## src/rtl/chess_clock_pkg.sv

```systemverilog
// Shared FSM encoding, BCD limits and BCD helper functions for the chess clock
// player timers.
package chess_clock_pkg;

    typedef enum logic [1:0] {
        READY   = 2'd0,
        RUN     = 2'd1,
        PAUSE   = 2'd2,
        TIMEOUT = 2'd3
    } state_t;

    localparam logic [7:0] SEC_MAX = 8'h59;
    localparam logic [7:0] MIN_MAX = 8'h99;

    // Force each nibble into 0..9, then cap the two-digit value at max_v.
    function automatic logic [7:0] bcd_clamp(input logic [7:0] v, input logic [7:0] max_v);
        logic [3:0] hi;
        logic [3:0] lo;
        hi = (v[7:4] > 4'd9) ? 4'd9 : v[7:4];
        lo = (v[3:0] > 4'd9) ? 4'd9 : v[3:0];
        if ({hi, lo} > max_v) begin
            return max_v;
        end
        return {hi, lo};
    endfunction

    function automatic logic [6:0] bcd_to_bin(input logic [7:0] v);
        return {3'b000, v[7:4]} * 7'd10 + {3'b000, v[3:0]};
    endfunction

    function automatic logic [7:0] bin_to_bcd(input logic [6:0] b);
        return {4'(b / 7'd10), 4'(b % 7'd10)};
    endfunction

endpackage

```

## src/rtl/bcd_down_counter.sv

```systemverilog
// Two-digit BCD down counter with borrow chaining; wraps to MAX on borrow
// unless the hold input (underflow of the whole chain) blocks the update.
module bcd_down_counter #(
    parameter logic [7:0] MAX = 8'h59
) (
    input  logic       clk,
    input  logic       load,
    input  logic [7:0] load_value,
    input  logic       hold,
    input  logic       borrow_in,
    output logic [7:0] value,
    output logic       borrow_out
);

    assign borrow_out = borrow_in && (value == 8'h00);

    always_ff @(posedge clk) begin
        if (load) begin
            value <= load_value;
        end else if (borrow_in && !hold) begin
            if (value == 8'h00) begin
                value <= MAX;
            end else if (value[3:0] == 4'h0) begin
                value <= {value[7:4] - 4'd1, 4'h9};
            end else begin
                value <= {value[7:4], value[3:0] - 4'd1};
            end
        end
    end

endmodule

```

## src/rtl/player_timer.sv

```systemverilog
// Per-player BCD mm:ss countdown with READY/RUN/PAUSE/TIMEOUT control.
// Define PLAYER_TIMER_INCREMENT_EN to add INC_SEC each time the turn is handed over.
module player_timer #(
    parameter int         TICK_DIV    = 100,
    parameter logic [7:0] DEFAULT_MIN = 8'h05,
    parameter logic [7:0] DEFAULT_SEC = 8'h00
`ifdef PLAYER_TIMER_INCREMENT_EN
    , parameter logic [7:0] INC_SEC   = 8'h02
`endif
) (
    input  logic       CLK,
    input  logic       CLR,
    input  logic       CE,
    input  logic       ENABLE,
    input  logic       LOAD,
    input  logic [7:0] PRESET_MIN,
    input  logic [7:0] PRESET_SEC,
    output logic [7:0] MIN_BCD,
    output logic [7:0] SEC_BCD,
    output logic       RUNNING,
    output logic       END
);
    import chess_clock_pkg::*;

    localparam int SUB_W = (TICK_DIV > 1) ? $clog2(TICK_DIV) : 1;
    localparam logic [SUB_W-1:0] SUB_LAST = SUB_W'(TICK_DIV - 1);
    localparam logic [1:0] ST_READY   = READY;
    localparam logic [1:0] ST_RUN     = RUN;
    localparam logic [1:0] ST_PAUSE   = PAUSE;
    localparam logic [1:0] ST_TIMEOUT = TIMEOUT;
    localparam logic [7:0] DEF_MIN = bcd_clamp(DEFAULT_MIN, MIN_MAX);
    localparam logic [7:0] DEF_SEC = bcd_clamp(DEFAULT_SEC, SEC_MAX);

    logic [1:0]       state, state_next;
    logic [SUB_W-1:0] sub, sub_next;
    logic [7:0]       min_v, sec_v, pre_min, pre_sec;
    logic [7:0]       ld_min, ld_sec, inc_min, inc_sec;
    logic             ld, inc_apply, advance, sec_tick, last_second;
    logic             sec_borrow, underflow;

    assign pre_min     = bcd_clamp(PRESET_MIN, MIN_MAX);
    assign pre_sec     = bcd_clamp(PRESET_SEC, SEC_MAX);
    assign advance     = (state == ST_RUN) && ENABLE && CE && !inc_apply;
    assign sec_tick    = advance && (sub == SUB_LAST);
    assign last_second = sec_tick && (min_v == 8'h00) && (sec_v == 8'h01);
    assign ld          = CLR || LOAD || inc_apply;

    always_comb begin
        ld_min = inc_min;
        ld_sec = inc_sec;
        if (CLR) begin
            ld_min = DEF_MIN;
            ld_sec = DEF_SEC;
        end else if (LOAD) begin
            ld_min = pre_min;
            ld_sec = pre_sec;
        end
    end

    // A borrow out of the minutes digit means 00:00 was asked to go lower: hold both.
    bcd_down_counter #(.MAX(SEC_MAX)) u_sec (
        .clk(CLK), .load(ld), .load_value(ld_sec), .hold(underflow),
        .borrow_in(sec_tick), .value(sec_v), .borrow_out(sec_borrow)
    );

    bcd_down_counter #(.MAX(MIN_MAX)) u_min (
        .clk(CLK), .load(ld), .load_value(ld_min), .hold(underflow),
        .borrow_in(sec_borrow), .value(min_v), .borrow_out(underflow)
    );

    always_comb begin
        state_next = state;
        sub_next   = sub;
        if (LOAD) begin
            sub_next   = '0;
            state_next = (pre_min == 8'h00 && pre_sec == 8'h00) ? ST_TIMEOUT : ST_READY;
        end else begin
            case (state)
                ST_READY, ST_PAUSE: begin
                    if (ENABLE) state_next = ST_RUN;
                end
                ST_RUN: begin
                    if (!ENABLE) begin
                        state_next = ST_PAUSE;
                    end else if (advance) begin
                        sub_next = (sub == SUB_LAST) ? '0 : sub + SUB_W'(1);
                        if (last_second) state_next = ST_TIMEOUT;
                    end
                end
                default: ;
            endcase
        end
    end

    always_ff @(posedge CLK) begin
        if (CLR) begin
            state   <= ST_READY;
            sub     <= '0;
            RUNNING <= 1'b0;
            END     <= 1'b0;
        end else begin
            state   <= state_next;
            sub     <= sub_next;
            RUNNING <= (state_next == ST_RUN);
            END     <= (state_next == ST_TIMEOUT);
        end
    end

`ifdef PLAYER_TIMER_INCREMENT_EN
    localparam logic [7:0]  INC_CL    = bcd_clamp(INC_SEC, SEC_MAX);
    localparam logic [12:0] TOTAL_MAX = 13'd5999;

    logic        ena_q, inc_pend;
    logic [12:0] total;

    // The fall is registered first, so the bonus lands one cycle after it is seen.
    always_ff @(posedge CLK) begin
        if (CLR) begin
            ena_q    <= 1'b0;
            inc_pend <= 1'b0;
        end else begin
            ena_q    <= ENABLE;
            inc_pend <= ena_q && !ENABLE && !LOAD && (state != ST_TIMEOUT);
        end
    end

    assign inc_apply = inc_pend && !CLR && !LOAD && (state != ST_TIMEOUT);

    always_comb begin
        total = 13'(bcd_to_bin(min_v)) * 13'd60 + 13'(bcd_to_bin(sec_v)) + 13'(bcd_to_bin(INC_CL));
        if (total > TOTAL_MAX) total = TOTAL_MAX;
        inc_min = bin_to_bcd(7'(total / 13'd60));
        inc_sec = bin_to_bcd(7'(total % 13'd60));
    end
`else
    assign inc_apply = 1'b0;
    assign inc_min   = min_v;
    assign inc_sec   = sec_v;
`endif

    assign MIN_BCD = min_v;
    assign SEC_BCD = sec_v;

endmodule
```

## config.mk

```make
export PLATFORM = sky130hd
export DESIGN_NAME = player_timer
export DESIGN_NICKNAME = d
export VERILOG_FILES = /design/src/rtl/chess_clock_pkg.sv /design/src/rtl/bcd_down_counter.sv /design/src/rtl/player_timer.sv
export SDC_FILE = /design/constraint.sdc
export NUM_CORES = 1
export LEC_CHECK = 0
export ABC_AREA = 0
export CAP_MARGIN = 30
export CORE_MARGIN = 2
export CORE_UTILIZATION = 45
export CTS_CLUSTER_DIAMETER = 120
export DETAILED_ROUTE_END_ITERATION = 10
export PLACE_DENSITY = 0.72
export SYNTH_ARGS = -nofsm -noshare
export SYNTH_HDL_FRONTEND = slang
export SYNTH_HIERARCHICAL = 1
export SYNTH_SLANG_ARGS = --single-unit
```

## constraint.sdc

```tcl
create_clock -name CLK -period 3.3 [get_ports CLK]
set_input_delay 0.33 -clock CLK [delete_from_list [all_inputs] [get_ports CLK]]
set_output_delay 0.33 -clock CLK [all_outputs]
set_load 0.1 [all_outputs]
```

# [Word-level counts from Yosys, hierarchy flattened]
# Cells that the tools add are included.
[word_totals] regBits=27 out_inout_bits=18 elab_cells=86 input_bits=21
[op_classes] addsub=5 eq_ne=7 n_lt_le_gt_ge=6 mux=30 n_reduce_logical=30
[op_table] operator="2-to-1 mux 8 bit" count=16
[op_table] operator="zero test 8 bit" count=4
[op_table] operator="> comparator 4 bit, second input constant" count=4
[op_table] operator="2-to-1 mux 4 bit" count=4
[op_table] operator="subtractor 4 x 1 -> 4 bit, second input constant" count=4
[op_table] operator="2-to-1 mux 2 bit" count=6
[op_table] operator="logical AND 1 bit" count=10
[op_table] operator="AND reduction 3 bit" count=3
[op_table] operator="== test 8 x 1 -> 1 bit, second input constant" count=1
[op_table] operator="> comparator 8 x 7 -> 1 bit, second input constant" count=1
[op_table] operator="> comparator 8 bit, second input constant" count=1
[op_table] operator="zero test 4 bit" count=2
[op_table] operator="adder 7 x 1 -> 7 bit, second input constant" count=1
[op_table] operator="== test 7 bit, second input constant" count=1
[op_table] operator="2-to-1 mux 7 bit" count=1
[op_table] operator="nonzero test 3 bit" count=2
[op_table] operator="== test 2 x 1 -> 1 bit, second input constant" count=2
[op_table] operator="== test 2 bit, second input constant" count=2
[op_table] operator="case mux 2 bit (2 select lines)" count=1
[op_table] operator="AND reduction 2 bit" count=2
[op_table] operator="nonzero test 2 bit" count=2
[op_table] operator="OR reduction 2 bit" count=2
[op_table] operator="inequality test 3 bit, second input constant" count=1
[op_table] operator="zero test 2 bit" count=1
[op_table] operator="other kinds (3)" count=4

# [Longest topological paths before layout]
[logic_depth] ltp_word=12 ltp_mapped=9 mapped_depth_nobuf=9

# [By module]
# The synthesis kept the hierarchy.
[by_module_without_submodules] mod="player_timer" n_inst=1 seq_area_each_um2=220.2 cells_per_inst=122 area_per_inst_um2=868.3
[by_module_without_submodules] mod="bcd_down_counter (u_min)" n_inst=1 seq_area_each_um2=240.2 cells_per_inst=54 area_per_inst_um2=526.8
[by_module_without_submodules] mod="bcd_down_counter (u_sec)" n_inst=1 seq_area_each_um2=240.2 cells_per_inst=46 area_per_inst_um2=525.5

# [Worst setup path after synthesis]
# No wires, ideal clock.
[synth_path] kind="register to register" startpoint="register u_sec.value[0]" endpoint="register u_sec.value[4], enable pin" stages_incl_launch_ff=8 setup_slack_ns=0.479 setup_ns=0.332 path_buffers=0 synth_period_minus_slack_ns=2.821 required_ns=2.968 arrival_ns=2.489 path_cell_list="edfxtp_1 > inv_1 > ha_1 > nor3b_4 > nor3b_2 > and3_1 > o21bai_1 > nor2b_1"
[synth_via] elab_chain_len=7 word_cells_on_any_way=9 classes_between="reduce/logical (9)"
[synth_lines] element="start: declaration" line_no="bcd_down_counter.sv:11" source="output logic [7:0] value,"
[synth_lines] element="start signal: assignment" line_no="bcd_down_counter.sv:19" source="value <= load_value;"
[synth_lines] element="start signal: assignment" line_no="bcd_down_counter.sv:24" source="value <= {value[7:4] - 4'd1, 4'h9};"
[synth_lines] element="start signal: assignment" line_no="bcd_down_counter.sv:26" source="value <= {value[7:4], value[3:0] - 4'd1};"
[synth_lines] element="zero test 8 bit" line_no="bcd_down_counter.sv:15" source="assign borrow_out = borrow_in && (value == 8'h00);"
[synth_lines] element="logical AND 1 bit" line_no="bcd_down_counter.sv:15"
[synth_lines] element="net sec_borrow" line_no="player_timer.sv:39" source="logic sec_borrow, underflow;"
[synth_lines] element="logical AND 1 bit" line_no="bcd_down_counter.sv:15"
[synth_lines] element="net underflow" line_no="player_timer.sv:39"
[synth_lines] element="zero test 1 bit" line_no="bcd_down_counter.sv:20" source="end else if (borrow_in && !hold) begin"
[synth_lines] element="logical AND 1 bit" line_no="bcd_down_counter.sv:20"
[synth_lines] element="nonzero test 2 bit (no line)"
[synth_lines] element="AND reduction 3 bit (no line)"
# The timed path passes the listed nets, and every way through them passes these cells.
# A chain may end at the register's enable or synchronous reset.

# [Worst setup path after layout]
[layout_path] startpoint="register u_sec.value[4]" endpoint="register u_min.value[4], enable pin"
[layout_via] elab_chain_len=7
[layout_lines] element="zero test 8 bit" line_no="bcd_down_counter.sv:15"
[layout_lines] element="logical AND 1 bit" line_no="bcd_down_counter.sv:15"
[layout_lines] element="net sec_borrow" line_no="player_timer.sv:39"
[layout_lines] element="logical AND 1 bit" line_no="bcd_down_counter.sv:15"
[layout_lines] element="net underflow" line_no="player_timer.sv:39"
[layout_lines] element="zero test 1 bit" line_no="bcd_down_counter.sv:20"
[layout_lines] element="logical AND 1 bit" line_no="bcd_down_counter.sv:20"
[layout_lines] element="nonzero test 2 bit (no line)"
[layout_lines] element="AND reduction 3 bit (no line)"
[layout_lines] element="end signal: assignment" line_no="bcd_down_counter.sv:19"
[layout_lines] element="end signal: assignment" line_no="bcd_down_counter.sv:24"
[layout_lines] element="end signal: assignment" line_no="bcd_down_counter.sv:26"
[layout_lines] element="end: declaration" line_no="bcd_down_counter.sv:11"
# The timed path passes the listed nets, and every way through them passes these cells.

==> reports/metrics.cfg <==
[placed_design]
gp_congestion=0.824
preCtsSetupSlack_ns=0.744
dp.cells=306
port_buffers=38
dp_hpwl_um=3580

[pwr]
combPwrFrac=0.398
power_frac_clock=0.181
p_total_w=0.00102
power.switching_w=0.000418
swShare=0.408
seqPwrFrac=0.421
peakVddDrop_mv=0.284
leakage_nw=0.899
powerDensity_nw_per_um2=424
internal-power_w=0.000606

[clocking]
cts_hold_buffers=0
cts-root-buf=clkbuf_8
post_cts_resized=0
clock_sinks=27
cts.clk_slew.worst_paths_ns=0.09
cts_buffer_depth=2
worstSkewPairLatency_ns=0.27
htree_levels=1
cts_made_buffers=3
cts_setup_buffers=0
tritoncts=built

[timing]
worstMarginPinSlew_ns=0.976
max_freq_mhz=436
period_needed_ns=2.29
final_max_slew_viol_count=0
setup_viol=0
setup_tns_ns=0
min_period_over_period=0.695
finalHoldViolations=0
fin_ws_ns=1.01
rsz0062_at_grt=false
slew_headroom=0.347
fin_skew_ns=0.0102

[setup_path]
critPathRequiredTime_ns=3.32
critical_path_class=reg -> reg
critPathLaunchType=register
crit_arrival_ns=2.31
cp_max_fo=6
end_kind=register

[global_routing]
grt_max_degree=35
antenna_found_initial=0
grt_pass1_vias=1607
grt_first_pass_wirelength_um=7990
grt_usage=0.202
overflow=0

[logic_synthesis]
yosysTopAreaCell=edfxtp_1
ys_ff_latch=27
synth.top_cells.by_area=edfxtp_1 (25%), dfxtp_1 (11%), nor2_1 (5.5%)
syn_inst=222
ys_seq_area_frac=0.365
ys.flop_type=edfxtp_1
synth_area_per_cell_um2=8.65
synth_top_cell_area_share=0.250
synth_edf_count=16
ys_warn_count=6
synth_fp_nets=251
ys_async_sr_fraction=0
syn_area_um2=1920
synthDistinctLibCells=53

[detailed_routing]
routed_wl_um=4790
num_vias=1768
viasPerCell=5.68
drt-wirelength-per-cell_um=15.4
ant_nets=0
dr.pass1.iters=4
drc_errors=0
drt_iter0_markers=186

[cells_and_area]
fin_util=0.595
n_antenna_cell=0
final_nets=291
finalNonFillerCells=311
drive_above_1_share=0.0690
final_common_cell=clkdlybuf4s50_1
final_cell_mix=clkdlybuf4s50_1 (38), nor2_1 (28), nand2_1 (22)
synthToLayoutAreaGrowth_pct=25.8
nFillCells=368

[die]
row_count=23
core_area_um2=4060
ios=39
die_height_um=69.3
die_w_um=69.3
start_util=0.473
dieArea_um2=4810

[job]
maxCapViolCount=0

[status]
status=completed

[hold_path]
hold_path.class=reg -> reg

==> per-layer routing <==
metal	wire length [um]	part of all wire	GRT usage	up-vias
met5	0	0	0	-
met1	2340	0.49	0.298	823
met3	317	0.066	0.0494	2
met2	2100	0.44	0.307	63
met4	26	0.0054	0.0261	0
li1	-	-	-	880
==> cell families (layout without fill, tap and decap cells) <==
| family | after synthesis | in the layout | synth area share |
|---|---|---|---|
| buffers and inverters | 27 | 66 | 0.0534 |
| multiplexers | 4 | 4 | 0.0208 |
| AO/OA/AOI/OAI | 48 | 48 | 0.171 |
| flip-flops | 27 | 27 | 0.365 |
| adder cells (fa/ha/maj) | 8 | 8 | 0.0521 |
| XOR/XNOR | 10 | 10 | 0.0456 |
| AND/OR/NAND/NOR | 98 | 98 | 0.293 |
==> critical path, cell delays in order, from the launching register on <==
cell and delay (ns):
edfxtp_1 0.50, inv_1 0.12, ha_1 0.13, or3b_4 0.40
nor3b_2 0.20, and3_1 0.20, inv_1 0.04, a21o_1 0.25
o21a_1 0.19
==> path summary, 6_finish.rpt <==
| check | start | end | slack, ns | cells after the start |
|---|---|---|---|---|
| setup / recovery | u_sec/value[4] | u_min/value[4] | 1.01 | 8 |
| hold / removal | sub[1] | sub[1] | 0.50 | 2 |
| setup reg to reg | u_sec/value[4] | u_min/value[4] | 1.01 | 8 |
| hold reg to reg | sub[1] | sub[1] | 0.50 | 2 |
==> cells in the mapped netlist (2+ instances only) <==
library cell  count
clkbuf_1          5
nor3b_2           2
edfxtp_1         16
nor2_1           28
a211oi_1          3
nand2_1          22
nor4_1            5
a22oi_1           2
nor2b_1           5
xnor2_1           9
o21ai_0           7
a22o_1            2
nand3b_1          4
mux2i_1           4
a32o_1            4
nor3_1            6
nand2b_1          5
ha_1              8
inv_1            19
o21ai_1           2
or4_1             2
nand3_1           4
a31oi_1           2
a21oi_1          12
a311oi_1          2
dfxtp_1          11
o31ai_1           4
and4_1            2
==> registers in the layout, indices dropped and copies added, names as in the netlist <==
signal,cells
state,2
u_sec/value,8
END,1
sub,7
u_min/value,8
RUNNING,1
==> power by group through the flow <==
| stage | sequential [W] | combinational, W | clock [W] |
|---|---|---|---|
| 3_5_place_dp | 0.000439 | 0.000406 | 0 |
| 2_1_floorplan | 0.000599 | 0.000130 | 0 |
| 6_report | 0.000431 | 0.000407 | 0.000185 |
| 5_1_grt | 0.000438 | 0.000432 | 0.000204 |
| 3_3_place_gp | 0.000439 | 0.000405 | 0 |
| 4_1_cts | 0.000431 | 0.000408 | 0.000191 |
==> through the flow <==
stage,area (um2),hold WS [ns]
floorplan,1920,0.454
global placement,2360,0.467
detailed placement,2360,0.484
CTS,2400,0.498
global route,2420,0.536
finish,2420,0.498
==> area by class of cell <==
type	count	area [um2]	share of cell area
multi-input combinational	168	1120	0.462
sequential	27	701	0.290
timing repair buffer	42	415	0.172
inverter	20	75.1	0.0311
tap	50	62.6	0.0259
clock buffer	4	45.0	0.0186
Power figures use the tool's default switching activity.
==> patch 1: new RTL, config.mk and constraints unchanged <==
Change the parameter `TICK_DIV` from 100 to 200.
--- a/src/rtl/player_timer.sv
+++ b/src/rtl/player_timer.sv
@@ -1,7 +1,7 @@
 // Per-player BCD mm:ss countdown with READY/RUN/PAUSE/TIMEOUT control.
 // Define PLAYER_TIMER_INCREMENT_EN to add INC_SEC each time the turn is handed over.
 module player_timer #(
-    parameter int         TICK_DIV    = 100,
+    parameter int         TICK_DIV    = 200,
     parameter logic [7:0] DEFAULT_MIN = 8'h05,
     parameter logic [7:0] DEFAULT_SEC = 8'h00
 `ifdef PLAYER_TIMER_INCREMENT_EN
Behaviour: same outputs for any inputs over 10 cycles, from zero or initial values; that may be too few to reach the edited logic, so the function may still have changed.
==> patch 1 against the original RTL <==
Count of clock-buffer cells in the layout unchanged; design area rose by 2.0%; register-to-register slack got worse by 0.08 ns; worst setup slack worse by 0.12 ns; clock skew is 0.0074 ns lower; first-iteration DRC count increased by 24%; sequential power grew 3%; power increased by 6.1%; sequential cell count rose by 1; clock power rose by 26%; critical path depth rose by 1; routed wire length fell by 4.1%; synthesized area grew 3.5%; critical endpoint is now u_sec/value[6]; highest routed layer unchanged.
==> patch 1: results (changes against the original RTL) <==
Status
  – Status: finished clean

Place
  – Post-place setup slack: 0.610 ns (-0.134 ns)
  – DP Wirelength: 3560 microns (-0.80%)

Power and ir drop
  – Static leakage: 0.899 nW (about the same)
  – Psw: 422 uW (+1.1%)

Global route
  – Number of global-route vias before repair: 1654 (+2.9%)
  – Total GRT Usage: 18.7% (-1.5 points)

Yosys
  – Post-synthesis sequential area ratio: 36.2% (-0.23 points)
  – Commonest cells in the netlist: 24 x nor2_1, 19 x nand2_1, 16 x edfxtp_1, 16 x inv_1, 14 x a21oi_1
  – Distinct cells, synth: 57 (+7.5%)

Drt
  – Pre-antenna DRT Iters: 5 (+1)
  – Initial DRC Count: 230 (+24%)
  – WL per Instance: 14.8 microns (-3.7%)

STA
  – Skew final: 0.00281 ns (-0.00735 ns)
  – Worst hold slack: 0.490 ns (-0.00767 ns)

Layout
  – Layout cell share with drive strength beyond 1: 8.14% (+1.2 points)
  – Area of the multi-input gates: 1150 sq um (+2.6%)
  – Final net count: 288 (-1.0%)
  – Final cell count without fillers: 310 (-0.32%)
  – Number of fill cells: 382 (+3.8%)

Min path
  – Min-delay src: sub[7]
  – Worst Hold Path EP: sub[7]

Setup path
  – Reg-to-Reg End: u_sec/value[6]
  – R2R setup slack: 0.93 ns (-0.08 ns)
  – Worst Reg2Reg Path Length in Cells: 7 (-1)
  – Worst Path Arrival: 2.36 ns (+0.05 ns)
## patch 1: cell types whose count changed in the layout (fill, tap and decap cells not counted), sizes merged, moves of 2 or more
cell,before,now
nor2,28,24
and4,2,0
nand2,22,19
nand4,2,5
a31oi,2,0
a2111oi,1,3
a21oi,12,14
inv,20,17
or3,0,2
xnor2,9,4
xor2,1,5
and2,0,2
## patch 1: per-layer routing
metal / vias up / global-route usage [%] / wire [microns]
met2: 52 / 32.0 / 2200
met4: 0 / 4.06 / 50
met5: - / 0 / 0
met1: 818 / 25.7 / 2110
li1: 877 / - / -
met3: 4 / 1.44 / 241
## patch 1: cell families after synthesis
family                     count (synthesis)  synth area share (%)
AOI/OAI and AO/OA                         51                  18.8
xor gates and xnor gates                   9                  3.96
adders and majority gates                  8                  5.03
buffers and inverters                     26                  6.10
DFF                                       28                  36.2
muxes                                      5                  2.52
and+or+nand+nor                           95                  27.4
## patch 1: critical path, stage by stage
cell and delay (ns):
clkdlybuf4s50_1 0.45, and4b_1 0.28, nand4_1 0.17, inv_1 0.05, inv_1 0.08, nor3b_2 0.06
and3_1 0.16, o21bai_1 0.40, nor2b_1 0.37
## patch 1: final cells by class
type | instances | area share [%]
multi-input cells | 168 | 46.5
inverters | 17 | 2.59
repair buffers | 41 | 16.3
clock buffers | 4 | 2.69
well taps | 52 | 2.64
flip-flops and latches | 28 | 29.2
## patch 1: power groups by stage
stage	Combinational (mW)	Sequential (mW)	Clock (mW)
5_1_grt	0.431	0.449	0.248
4_1_cts	0.408	0.444	0.237
3_3_place_gp	0.403	0.452	0
6_report	0.407	0.444	0.234
2_1_floorplan	0.135	0.612	0
3_5_place_dp	0.407	0.452	0
## patch 1: how the worst max path moves through the flow
stage,startpoint,to,slack [ns],cells after the start
after floorplan,u_sec/value[0],u_sec/value[4],0.48,7
after global placement,ENABLE,u_sec/value[5],0.69,9
after detailed placement,ENABLE,u_sec/value[7],0.61,9
after CTS,ENABLE,u_sec/value[7],0.89,9
after global routing,ENABLE,u_sec/value[5],0.71,9
final,ENABLE,u_sec/value[6],0.89,9
==> patch 2: new RTL, config.mk and constraints unchanged <==
Without the edit above. Put a register stage on the output `MIN_BCD`. The value now appears one clock later. The other outputs are not delayed to match.
--- a/src/rtl/player_timer.sv
+++ b/src/rtl/player_timer.sv
@@ -138,7 +138,9 @@
     assign inc_sec   = sec_v;
 `endif
 
-    assign MIN_BCD = min_v;
+    always_ff @(posedge CLK) begin
+        MIN_BCD <= min_v;
+    end
     assign SEC_BCD = sec_v;
 
 endmodule
Function: changed (a bounded check fails within 4 cycles, from zero or initial values).
==> patch 2 against the original RTL <==
Sequential cell count grew 8; via count increased by 5.5%; combinational power hardly changed; utilization grew 1.1 points; first-iteration DRC count shrank 31%; worst setup slack got worse by 0.10 ns; sequential share of layout area is 3.1 points higher; design area grew 11%; non-clock buffer count increased by 1; routed wire length increased by 3.6%; power up 38%; synthesized area up 9.3%; fmax down 4.3%; largest cell class unchanged.
==> patch 2: results (changes against the original RTL) <==
Clock network
  – Root Buffer: clkbuf_8
  – Worst skew pair latency: 0.29 ns (+0.02 ns)
  – # H-tree levels: 2 (+1)
  – CTS Buf Count: 5 (+2)
  – Gates resized, CTS repair: 0 (unchanged)
  – CTS clk-pin slew, worst paths: 0.07 ns (-0.02 ns)
  – CTS Buffer Depth: 2 (unchanged)

Yosys
  – Synth Area in Compound Gates: 15.5% (-1.6 points)
  – Synth Area in XOR/XNOR: 3.75% (-0.81 points)
  – Most used DFF post-synth: dfxtp_1
  – Post-synthesis sequential area ratio: 41.0% (+4.5 points)
  – Synth area leaders: edfxtp_1 23%, dfxtp_1 18%, ha_1 4.8%
  – Commonest cells in the netlist: 25 x nor2_1, 23 x nand2_1, 19 x dfxtp_1, 18 x inv_1, 16 x edfxtp_1
  – Adder and majority gate portion of the synthesized area: 4.77% (-0.44 points)
  – Syn nets: 260 (+3.6%)
  – Mux share of post-synthesis cell area: 2.38% (+0.30 points)
  – Distinct cells, synth: 52 (-1.9%)
  – Syn_area_per_cell: 9.09 sq um (+5.1%)

Place
  – DP Wirelength: 3710 microns (+3.6%)
  – Placed cell areas: 2540 sq um (+7.8%)
  – Port Buf Inserts: 38 (unchanged)
  – RePlAce Congestion: 0.803 (-2.6%)
  – Post-place setup slack: 0.609 ns (-0.134 ns)
  – Placed insts: 318 (+3.9%)

Global route
  – First-pass GRT wire length: 8310 microns (+4.1%)
  – Largest net degree at the start of global routing: 19 (-46%)
  – Number of global-route vias before repair: 1692 (+5.3%)

Setup path
  – Worst Path Arrival: 2.36 ns (+0.05 ns)
  – Critical path origin: ENABLE
  – Reg-to-reg startpoint: u_sec/value[0]
  – Worst-path maximum fanout: 8 (+2)

Drt
  – Routed wire length: 4960 microns (+3.6%)
  – DR vias: 1866 (+5.5%)

Power and ir drop
  – Worst vdd ir: 0.276 mV (-2.5%)
  – Static leakage: 1.04 nW (+15%)

STA
  – Fin. Hold Viols: 0 (unchanged)
  – Max-slew headroom: 34.8% (+0.11 points)
  – Skew final: 0.00626 ns (-0.00390 ns)

Layout
  – Final net count: 302 (+3.8%)
  – Number of fill cells: 416 (+13%)
  – Final cell count without fillers: 326 (+4.8%)
  – Largest registers: MIN_BCD (8), u_min/value (8), u_sec/value (8)

Min path
  – Min-delay src: u_min/value[5]

Status
  – Status: finished clean
[patch 2: cell families (layout without fill, tap and decap cells)]
group,count (synthesis),in the layout
compound gates,48,48
xor+xnor,9,9
fa+ha+maj,8,8
buf+inv,27,70
flops,35,35
mux,5,5
simple gates,99,99
[patch 2: layer usage]
metal	up-vias	track usage, %	wire length [microns]
met5	-	0	0
met4	0	6.71	46
met3	4	5.83	374
met2	66	31.0	2250
met1	885	29.1	2290
li1	911	-	-
[patch 2: area by class of cell]
| type | instances | area, sq um | area share, % |
|---|---|---|---|
| Timing Repair Buffer | 43 | 418 | 15.6 |
| Sequential cell | 35 | 861 | 32.1 |
| Clock buffer | 5 | 68.8 | 2.57 |
| Multi-Input combinational cell | 169 | 1130 | 42.1 |
| Clock inverter | 3 | 67.6 | 2.52 |
| Inverter | 19 | 71.3 | 2.66 |
| Tap cell | 52 | 65.1 | 2.43 |
[patch 2: path summary, 6_finish.rpt]
kind | endpoint | slack [ns] | cells past startpoint
worst max-delay path | u_sec/value[7] | 0.90 | 9
worst min-delay path | MIN_BCD[5] | 0.49 | 0
worst max register to register | u_sec/value[7] | 0.97 | 7
worst min register to register | MIN_BCD[5] | 0.49 | 0
[patch 2: power breakdown]
part           switching [mW]  internal, mW  leakage, nW
clock                   0.164         0.301       0.0644
sequential             0.0452         0.497        0.324
combinational           0.277         0.131        0.650
[patch 2: critical path, cell delays in order]
cell and delay, ns:
clkdlybuf4s50_1 0.46, and4b_1 0.34, nand4_4 0.15, inv_1 0.04, inv_1 0.08, nor3b_2 0.06, and3_1 0.15, o21bai_1 0.38
nor2b_1 0.37
